**config.mk**
```make
export PLATFORM = sky130hd
export DESIGN_NAME = carry_lookahead_adder
export DESIGN_NICKNAME = d
export VERILOG_FILES = /design/src/rtl/carry_lookahead_adder_pkg.sv /design/src/rtl/cla_group4.sv /design/src/rtl/carry_lookahead_adder.sv
export SDC_FILE = /design/constraint.sdc
export NUM_CORES = 1
export LEC_CHECK = 0
export ABC_AREA = 0
export ABC_CLOCK_PERIOD_IN_PS = 2900
export CAP_MARGIN = 20
export CORE_MARGIN = 3
export CORE_UTILIZATION = 36
export CTS_CLUSTER_DIAMETER = 100
export CTS_CLUSTER_SIZE = 28
export DETAILED_ROUTE_END_ITERATION = 7
export GPL_ROUTABILITY_DRIVEN = 0
export PLACE_DENSITY = 0.93
export SETUP_SLACK_MARGIN = 0.4
export SKIP_CTS_REPAIR_TIMING = 1
export SLEW_MARGIN = 10
export SYNTH_ARGS = -nofsm -noshare
export SYNTH_HDL_FRONTEND = slang
export SYNTH_SLANG_ARGS = --single-unit
```
**constraint.sdc**
```tcl
create_clock -name i_clk -period 2.9 [get_ports i_clk]
set_input_delay 0.29 -clock i_clk [delete_from_list [all_inputs] [get_ports i_clk]]
set_output_delay 0.29 -clock i_clk [all_outputs]
set_load 0.01 [all_outputs]
```
**src/rtl/carry_lookahead_adder_pkg.sv**
```systemverilog
// Shared helpers for the carry-lookahead adder.
package carry_lookahead_adder_pkg;

    function automatic int cla_num_groups(input int width, input int grp_w);
        return (width + grp_w - 1) / grp_w;
    endfunction

endpackage

```
**src/rtl/cla_group4.sv**
```systemverilog
// 4-bit lookahead group: local carries, sums and group generate/propagate.
module cla_group4
    import carry_lookahead_adder_pkg::*;
(
    input  logic [3:0] a,
    input  logic [3:0] b,
    input  logic       cin,
    output logic [3:0] s,
    output logic       g,
    output logic       p
);

    logic [3:0] bit_g;
    logic [3:0] bit_p;
    logic [3:0] c;

    always_comb begin
        bit_g = a & b;
        bit_p = a ^ b;
        // every carry is a flat function of this group's g/p and cin
        c[0] = cin;
        c[1] = bit_g[0]
             | (bit_p[0] & cin);
        c[2] = bit_g[1]
             | (bit_p[1] & bit_g[0])
             | (bit_p[1] & bit_p[0] & cin);
        c[3] = bit_g[2]
             | (bit_p[2] & bit_g[1])
             | (bit_p[2] & bit_p[1] & bit_g[0])
             | (bit_p[2] & bit_p[1] & bit_p[0] & cin);
        s = bit_p ^ c;
        g = bit_g[3]
          | (bit_p[3] & bit_g[2])
          | (bit_p[3] & bit_p[2] & bit_g[1])
          | (bit_p[3] & bit_p[2] & bit_p[1] & bit_g[0]);
        p = &bit_p;
    end

endmodule

```
**src/rtl/carry_lookahead_adder.sv**
```systemverilog
// Unsigned carry-lookahead adder, WIDTH+1-bit sum plus a registered copy.
module carry_lookahead_adder
    import carry_lookahead_adder_pkg::*;
#(
    parameter int WIDTH = 8
) (
    input  logic             i_clk,
    input  logic             i_rst,
    input  logic [WIDTH-1:0] i_add1,
    input  logic [WIDTH-1:0] i_add2,
    output logic [WIDTH:0]   o_result,
    output logic [WIDTH:0]   o_result_q
);

    localparam int GROUP_W    = 4;
    localparam int NUM_GROUPS = cla_num_groups(WIDTH, GROUP_W);
    localparam int PAD_W      = NUM_GROUPS * GROUP_W;

    logic [PAD_W-1:0]      a_pad;
    logic [PAD_W-1:0]      b_pad;
    logic [PAD_W-1:0]      sum_pad;
    logic [PAD_W:0]        sum_full;
    logic [NUM_GROUPS-1:0] grp_g;
    logic [NUM_GROUPS-1:0] grp_p;
    logic [NUM_GROUPS:0]   grp_c;
    logic [WIDTH:0]        result_d;
    logic [WIDTH:0]        result_q;

    // zero padding gives g=p=0 above WIDTH, so bit WIDTH of the
    // padded sum is exactly the carry into that position
    always_comb begin
        a_pad = '0;
        b_pad = '0;
        a_pad[WIDTH-1:0] = i_add1;
        b_pad[WIDTH-1:0] = i_add2;
    end

    for (genvar k = 0; k < NUM_GROUPS; k++) begin : g_grp
        cla_group4 u_grp (
            .a   (a_pad[k*GROUP_W +: GROUP_W]),
            .b   (b_pad[k*GROUP_W +: GROUP_W]),
            .cin (grp_c[k]),
            .s   (sum_pad[k*GROUP_W +: GROUP_W]),
            .g   (grp_g[k]),
            .p   (grp_p[k])
        );
    end

    always_comb begin
        grp_c[0] = 1'b0;
        for (int k = 0; k < NUM_GROUPS; k++) begin
            grp_c[k+1] = grp_g[k] | (grp_p[k] & grp_c[k]);
        end
        sum_full = {grp_c[NUM_GROUPS], sum_pad};
        result_d = sum_full[WIDTH:0];
    end

    always_ff @(posedge i_clk or posedge i_rst) begin
        if (i_rst) begin
            result_q <= '0;
        end else begin
            result_q <= result_d;
        end
    end

    assign o_result   = result_d;
    assign o_result_q = result_q;

endmodule

```
==> reports/metrics.yaml, run 1 <==
setup_viol: 0
syn_inst: 42
max_slew.worst_pin.slew_ps: 346.7
die_x_um: 44.21
grt_first_pass_wirelength_um: 1980
register_area_um2: 225.2
synthTopCellsByArea: "dfrtp_1, ha_1, fa_1"
avgRoutedWirePerCell_um: 14.07
worst_setup_path_start_kind: "primary input"
grt_util_met2_pct: 25.29
ys_ff_latch: 9
hold_class: "primary input to async pin"
core_um2: 1334
io_pins: 36
drv_cap: 0
synth_edf_count: 0
clkSinkCount: 9
post_route_cells_drive_above_1_share_pct: 13.41
place_ws_ps: 49.36
worstPathArrival_ps: 2250
nets: 111
placement.io_buffers: 35
met3_usage_pct: 3.252
grt_usage_pct: 14.36
num_rows: 13
drtIter0Drc: 4
maxSlewHeadroom_pct: 76.86
synth_top_area_share_pct: 42.86
synth.distinct_cells: 13
status: "finished clean"
tns_ps: 0
overflow: 0
power_leakage_uw: 0.0004799
path_clk_slew_ps: 60
met1_usage_pct: 16.03
synth_area_um2: 525.5
initial_utilization_pct: 39.40
rsz0062_at_grt: "yes"
cts-root-buf: "clkbuf_4"
globalRoute.busiestLayer: "met2"
die_y_um: 44.21
ys_warn_count: 0
period_share_pct: 87.70
drt_wl_total_um: 1365
postSynthAreaPerCell_um2: 12.51
postSynth.asyncResetShare_pct: 100.0
drt-pass1-iter-count: 5
ys_seq_area_share_pct: 42.86
cts_inserted_buffers: 3
multiInputGateArea_um2: 306.5
largest_register_ffs: 9
cts_tree: "done"
drv_slew: 0
antenna_cells: 0
grt_pass1_vias: 451
crit_fanout: 4
dieArea_um2: 1954
final_cells: 97
grt_max_degree: 10
place_hpwl_um: 1181
vdd_ir_drop_max_mv: 0.2095
fmax_mhz: 393.2
fin_crit_ps: 2543
syn-num-nets: 70
ctsLongestPathBuffers: 2
crit_path_end_kind: "output pin"
yosysTopAreaCell: "dfrtp_1"
yosys-top-cells-count: "dfrtp_1, ha_1, inv_1"
worst-setup-path-type: "primary input to output pin"
fin_ws_ps: 356.7
drc: 0
post-route-util_pct: 72.89
fillers: 78
syn_to_final_growth_pct: 85.00
cts-htree-levels: 1
ant_nets: 0
via_per_inst: 5.031
hold_viol: 0
synth-main-ff-cell: "dfrtp_1"
antenna_found_initial: 0
vias: 488
p_per_area_nw_per_um2: 479.8
dpl.cell_count: 92
crit_required_ps: 2610
yosysMostFrequentCell: "dfrtp_1"
critical path, stage by stage:
cell and delay [ps]:
clkdlybuf4s50_1 450, ha_4 320, a21oi_1 80, o21ai_2 210, a31oi_2 150, o21ai_1 200
clkdlybuf4s50_1 560
stage by stage:
| stage | instance area [µm²] | hold slack, ps | total power [µW] |
|---|---|---|---|
| after CTS | 920.9 | 315.3 | 463.0 |
| after global placement | 894.6 | 555.9 | 358.3 |
| final | 972.2 | 297.5 | 466.5 |
| after global routing | 972.2 | 346.1 | 486.6 |
| after floorplan | 525.5 | 117.9 | 239.7 |
| after detailed placement | 894.6 | 588.0 | 366.8 |
cell type report:
class	instances	area share [%]
Timing Repair Buffer	36	38.35
Inverter	6	2.317
Sequential cell	9	23.17
Multi-Input combinational cell	27	31.53
Clock buffer	4	2.703
Tap cell	15	1.931
placed cells by master (no fill, tap or decap), drive strengths merged:
cell type	netlist	layout
clkdlybuf4s50	0	29
dfrtp	9	9
ha	8	8
inv	6	6
dlymetal6s2s	0	6
xnor2	4	4
clkbuf	0	4
a21oi	3	3
a21o	3	3
a41oi	2	2
fa	2	2
o21ai	2	2
a31oi	1	1
xor2	1	1
nand2	1	1
buf	0	1
final timing paths:
check	slack, ps	cells past startpoint	from	to
max	360	7	i_add2[2]	o_result[8]
min	300	2	i_rst	o_result_q[5]
min in group i_clk	710	2	i_add2[0]	o_result_q[0]
max in group asynchronous	2350	2	i_rst	o_result_q[7]
per-layer routing:
layer | vias up | part of all wire, %
met5 | - | 0
met4 | 0 | 0.44
met3 | 2 | 11
met2 | 32 | 45
met1 | 226 | 44
li1 | 228 | -
logic make-up (layout without fill, tap and decap cells):
kind of cell,Yosys count,count (layout),synth area share [%]
fa+ha+maj,10,10,26.67
simple gates,1,1,0.7136
compound gates,11,11,17.14
xor+xnor,5,5,8.333
flops,9,9,42.86
buf+inv,6,46,4.285
power breakdown:
part | switching (µW) | total, µW | internal, µW
clock | 44.1 | 97.2 | 53.1
combinational | 89.0 | 216 | 127
sequential | 5.49 | 153 | 148
total | 139 | 466 | 328
No activity file was read; power rests on OpenSTA's default activity.
==> inputs of run 2 (changes only) <==
--- a/config.mk
+++ b/config.mk
@@ -10,7 +10,6 @@
 export CAP_MARGIN = 20
 export CORE_MARGIN = 3
 export CORE_UTILIZATION = 36
-export CTS_CLUSTER_DIAMETER = 100
 export CTS_CLUSTER_SIZE = 28
 export DETAILED_ROUTE_END_ITERATION = 7
 export GPL_ROUTABILITY_DRIVEN = 0
==> results of run 2 <==
Final layout, timing and power as in run 1 (identical DEF).
